$ cat config.mk
export PLATFORM = sky130hd
export DESIGN_NAME = bitwise_result_queue
export DESIGN_NICKNAME = d
export VERILOG_FILES = /design/src/rtl/bitwise_result_queue.sv
export SDC_FILE = /design/constraint.sdc
export NUM_CORES = 1
export LEC_CHECK = 0
export ABC_AREA = 1
export CAP_MARGIN = 40
export CORE_AREA = 10 10 130 221
export CTS_CLUSTER_DIAMETER = 100
export DETAILED_ROUTE_END_ITERATION = 16
export DIE_AREA = 0 0 140 231
export PLACE_DENSITY_LB_ADDON = 0.05
export SETUP_SLACK_MARGIN = 0.05
export SYNTH_ARGS = -nofsm -noshare
export SYNTH_HDL_FRONTEND = slang
export SYNTH_SLANG_ARGS = --single-unit
export TNS_END_PERCENT = 1
$ cat constraint.sdc
create_clock -name clk -period 9.9 [get_ports clk]
set_input_delay 1.98 -clock clk [delete_from_list [all_inputs] [get_ports clk]]
set_output_delay 1.98 -clock clk [all_outputs]
set_load 0.005 [all_outputs]
$ cat src/rtl/bitwise_result_queue.sv
// bitwise_result_queue: first-word fall-through FIFO that buffers
// AND/OR/XOR result triples from the 16-bit bitwise unit and hands
// them to a consumer over a valid/ready interface.
// Optional feature macro: BRQ_ALMOST_FULL_EN adds a registered almost_full
// output that is raised when the occupancy after the current edge is at
// least AF_LEVEL.

package brq_pkg;
  // Ceiling log2 for sizing the pointers from DEPTH.
  function automatic int clogb2(input int value);
    int r;
    r = 0;
    while ((1 << r) < value) begin
      r = r + 1;
    end
    return r;
  endfunction
endpackage

module bitwise_result_queue #(
  parameter int WIDTH    = 16,
  parameter int DEPTH    = 8,
  parameter int AW       = brq_pkg::clogb2(DEPTH),
  parameter int AF_LEVEL = DEPTH - 2
) (
  input  logic             clk,
  input  logic             rst_n,
  input  logic             flush,
  input  logic             in_valid,
  output logic             in_ready,
  input  logic [WIDTH-1:0] in_and,
  input  logic [WIDTH-1:0] in_or,
  input  logic [WIDTH-1:0] in_xor,
  output logic             out_valid,
  input  logic             out_ready,
  output logic [WIDTH-1:0] out_and,
  output logic [WIDTH-1:0] out_or,
  output logic [WIDTH-1:0] out_xor,
  output logic [AW:0]      count
`ifdef BRQ_ALMOST_FULL_EN
  ,
  output logic             almost_full
`endif
);

  localparam logic [AW:0] DEPTH_CNT = (AW + 1)'(DEPTH);

  // One entry holds the whole triple so the three fields can never skew.
  logic [3*WIDTH-1:0] mem [DEPTH];

  logic [AW-1:0] wr_ptr_reg;
  logic [AW-1:0] rd_ptr_reg;
  logic [AW:0]   count_reg;
  logic [AW:0]   count_next;
  logic          full;
  logic          empty;
  logic          push;
  logic          pop;

  // Queue state is fully described by the occupancy counter.
  assign full      = (count_reg == DEPTH_CNT);
  assign empty     = (count_reg == '0);
  assign in_ready  = !full;
  assign out_valid = !empty;
  assign count     = count_reg;

  // A full queue refuses a push even if the head is popped in the same
  // cycle; an empty queue never bypasses the incoming triple.
  assign push = in_valid && !full;
  assign pop  = out_ready && !empty;

  // Fall-through read: the head is always presented combinationally.
  assign {out_and, out_or, out_xor} = mem[rd_ptr_reg];

  // Occupancy after this edge, ignoring flush (flush overrides in the register).
  always_comb begin
    count_next = count_reg;
    if (push && !pop) begin
      count_next = count_reg + 1'b1;
    end else if (pop && !push) begin
      count_next = count_reg - 1'b1;
    end
  end

  // Storage write; contents are deliberately left unreset.
  always_ff @(posedge clk) begin
    if (push && !flush) begin
      mem[wr_ptr_reg] <= {in_and, in_or, in_xor};
    end
  end

  // Pointer and occupancy update; flush discards any handshake in its cycle.
  always_ff @(posedge clk or negedge rst_n) begin
    if (!rst_n) begin
      wr_ptr_reg <= '0;
      rd_ptr_reg <= '0;
      count_reg  <= '0;
    end else if (flush) begin
      wr_ptr_reg <= '0;
      rd_ptr_reg <= '0;
      count_reg  <= '0;
    end else begin
      if (push) begin
        wr_ptr_reg <= wr_ptr_reg + 1'b1;
      end
      if (pop) begin
        rd_ptr_reg <= rd_ptr_reg + 1'b1;
      end
      count_reg <= count_next;
    end
  end

`ifdef BRQ_ALMOST_FULL_EN
  localparam logic [AW:0] AF_CNT = (AW + 1)'(AF_LEVEL);
  logic almost_full_reg;

  assign almost_full = almost_full_reg;

  // Early throttle flag tracks the occupancy being loaded on the same edge.
  always_ff @(posedge clk or negedge rst_n) begin
    if (!rst_n) begin
      almost_full_reg <= 1'b0;
    end else if (flush) begin
      almost_full_reg <= 1'b0;
    end else begin
      almost_full_reg <= (count_next >= AF_CNT);
    end
  end
`endif

endmodule
==> impl_metrics.tcl <==
set metrics [dict create \
    yosys-top-cells-count "384 x edfxtp_1, 347 x nor2_1, 160 x o21ai_0" \
    clock-sinks 394 \
    vias_per_cell 5.96 \
    cts.clk_slew.worst_paths_ns 0.06 \
    synth_area_mm2 0.0154 \
    fin_skew_ns 0.0157 \
    vias 9558 \
    post_cts_resize_count 0 \
    synth_top_area_share 0.746 \
    hold_viol_final 0 \
    cts_htree_levels 2 \
    start_kind "register" \
    critical_path_class "register to output pin" \
    cts_setup_buffers 0 \
    ys_types 27 \
    gp_congestion 0.822 \
    avgRoutedWirePerCell_um 20.7 \
    synth.top_cells.by_area "edfxtp_1 75%, nor2_1 8.4%, o21ai_0 5.2%, a31oi_1 1.9%, o22ai_1 1.9%" \
    grtUsageTotal 0.200 \
    rsz0062_at_grt "no" \
    grt_max_degree 84 \
    cts_tree "yes" \
    first_iter_violations 886 \
    timing.fmax_ghz 0.168 \
    crit_path_end_kind "output pin" \
    cap_viol_max_count 0 \
    cp_max_fo 65 \
    relSlewSlack 0.446 \
    finalNetCount 1317 \
    area_growth_pct 15.8 \
    ios 107 \
    netlist_instances 1172 \
    dp_hpwl_mm 17.6 \
    drv_slew 0 \
    tns_ns 0 \
    numCtsBuffers 35 \
    clockBufferDepth 3 \
    synth.yosys.seq_area_share 0.763 \
    cts_root_buffer "clkbuf_16" \
    largest_register_ffs 384 \
    grt_pass1_wl_mm 51.5 \
    port_buffers 106 \
    synth_top_area_cell "edfxtp_1" \
    synth.avg_cell_area_um2 13.2 \
    yosysMostFrequentCell "edfxtp_1" \
    synth_async_sr_flop_share 0.0254 \
    power_density_mw_per_mm2 243 \
    critPathRequiredTime_ns 7.92 \
    synth_edf_count 384 \
    overflow 0 \
    finalCritPeriodShare 0.600 \
    firstDrtPassIters 5 \
    core.rowCount 77 \
    holdCritPathClass "register to register" \
    drt_wl_total_mm 33.1 \
    die_x_um 140 \
    clk_latency_ns 0.53 \
    status "completed" \
    die-area_mm2 0.0323 \
    die_h_um 231 \
    post-place-ws_ns 4.52 \
    yosysWarnings 0 \
    ir_drop_v 0.000170 \
    setup_slack_ns 3.96 \
    post-route-min-period_ns 5.94 \
    ys_seq_elements 394 \
    setup_viol 0 \
    worstMarginPinSlew_ns 0.830 \
    cp_data_arrival_time_ns 3.96 \
    antenna_found_initial 3 \
    ant_nets 0 \
    drive_above_1_share 0.0623 \
    hold_buffers 0 \
    synth_nets 1230 \
    drc 0 \
    grt_pass1_vias 9476 \
    synth_flop_cell "edfxtp_1" \
    final_util 0.714 \
    design.core.area_mm2 0.0250 \
    total_power_w 0.00434 \
    leakage_nw 5.90 \
    start_util 0.617 \
]
through the flow:
stage               area, um^2  cells  hold slack (ns)
global route             17900   1603            0.628
global placement         16600   1534            0.573
floorplan                15400   1172            0.548
detailed placement       16700   1538            0.587
CTS                      17900   1601            0.600
finish                   17900   1603            0.602
cell usage in the layout (no fill, tap or decap), drive strengths merged:
master,instances
nand2,24
a211oi,1
clkdlybuf4s50,106
dfrtp,10
edfxtp,384
o22ai,48
clkinv,17
buf,17
nor2,349
o21ai,199
bufinv,3
inv,13
a21oi,7
clkbuf,44
fa,1
xor2,1
diode,2
o21a,1
ha,4
nand3b,1
nand3,7
a31oi,48
cell families (layout without fill, tap and decap cells):
group	after synthesis	count (layout)	synth area share
buffers and inverters	87	200	0.0314
AO/OA/AOI/OAI	304	304	0.107
other	0	2	0
XOR/XNOR	1	1	0.000567
flip-flops	394	394	0.763
adder cells (fa/ha/maj)	5	5	0.00454
AND/OR/NAND/NOR	381	381	0.0942
per-layer routing:
layer	share of wire	track usage	up-vias
met2	0.52	0.345	290
met1	0.39	0.242	4738
met5	0.00039	0	-
met3	0.057	0.0354	71
met4	0.030	0.0874	2
li1	-	-	4457
final timing paths:
check / cells past startpoint / from / endpoint / slack, ns
max: 7 / rd_ptr_reg[1] / out_xor[3] / 3.96
min: 2 / wr_ptr_reg[0] / wr_ptr_reg[0] / 0.60
max reg2reg: 8 / count[3] / mem[2][11] / 6.79
min reg2reg: 2 / wr_ptr_reg[0] / wr_ptr_reg[0] / 0.60
max in group asynchronous: 1 / rst_n / rd_ptr_reg[0] / 7.72
min in group asynchronous: 1 / rst_n / rd_ptr_reg[0] / 1.80
power by group:
group	switching [W]	leakage (nW)	internal (W)
combinational	0.000600	1.75	0.000460
sequential	0.0000516	3.60	0.00189
clock	0.000561	0.557	0.000778
total	0.00121	5.90	0.00313
cell type report:
type / count / area (um^2)
Inverter: 14 / 56.3
Clock inverter: 19 / 154
Sequential cell: 394 / 11800
Antenna cell: 2 / 5.00
Fill cell: 1681 / 7160
Clock buffer: 44 / 982
Timing Repair Buffer: 123 / 1270
Tap cell: 316 / 395
Multi-Input combinational cell: 691 / 3240
critical path, cell delays in order (launching register included):
cell and delay, ns:
dfrtp_2 0.70, inv_2 0.63, buf_4 0.74, o21ai_0 0.19, o22ai_1 0.16, nor2_1 0.06
a31oi_1 0.29, clkdlybuf4s50_1 0.57
No activity file was read; power rests on OpenSTA's default activity.
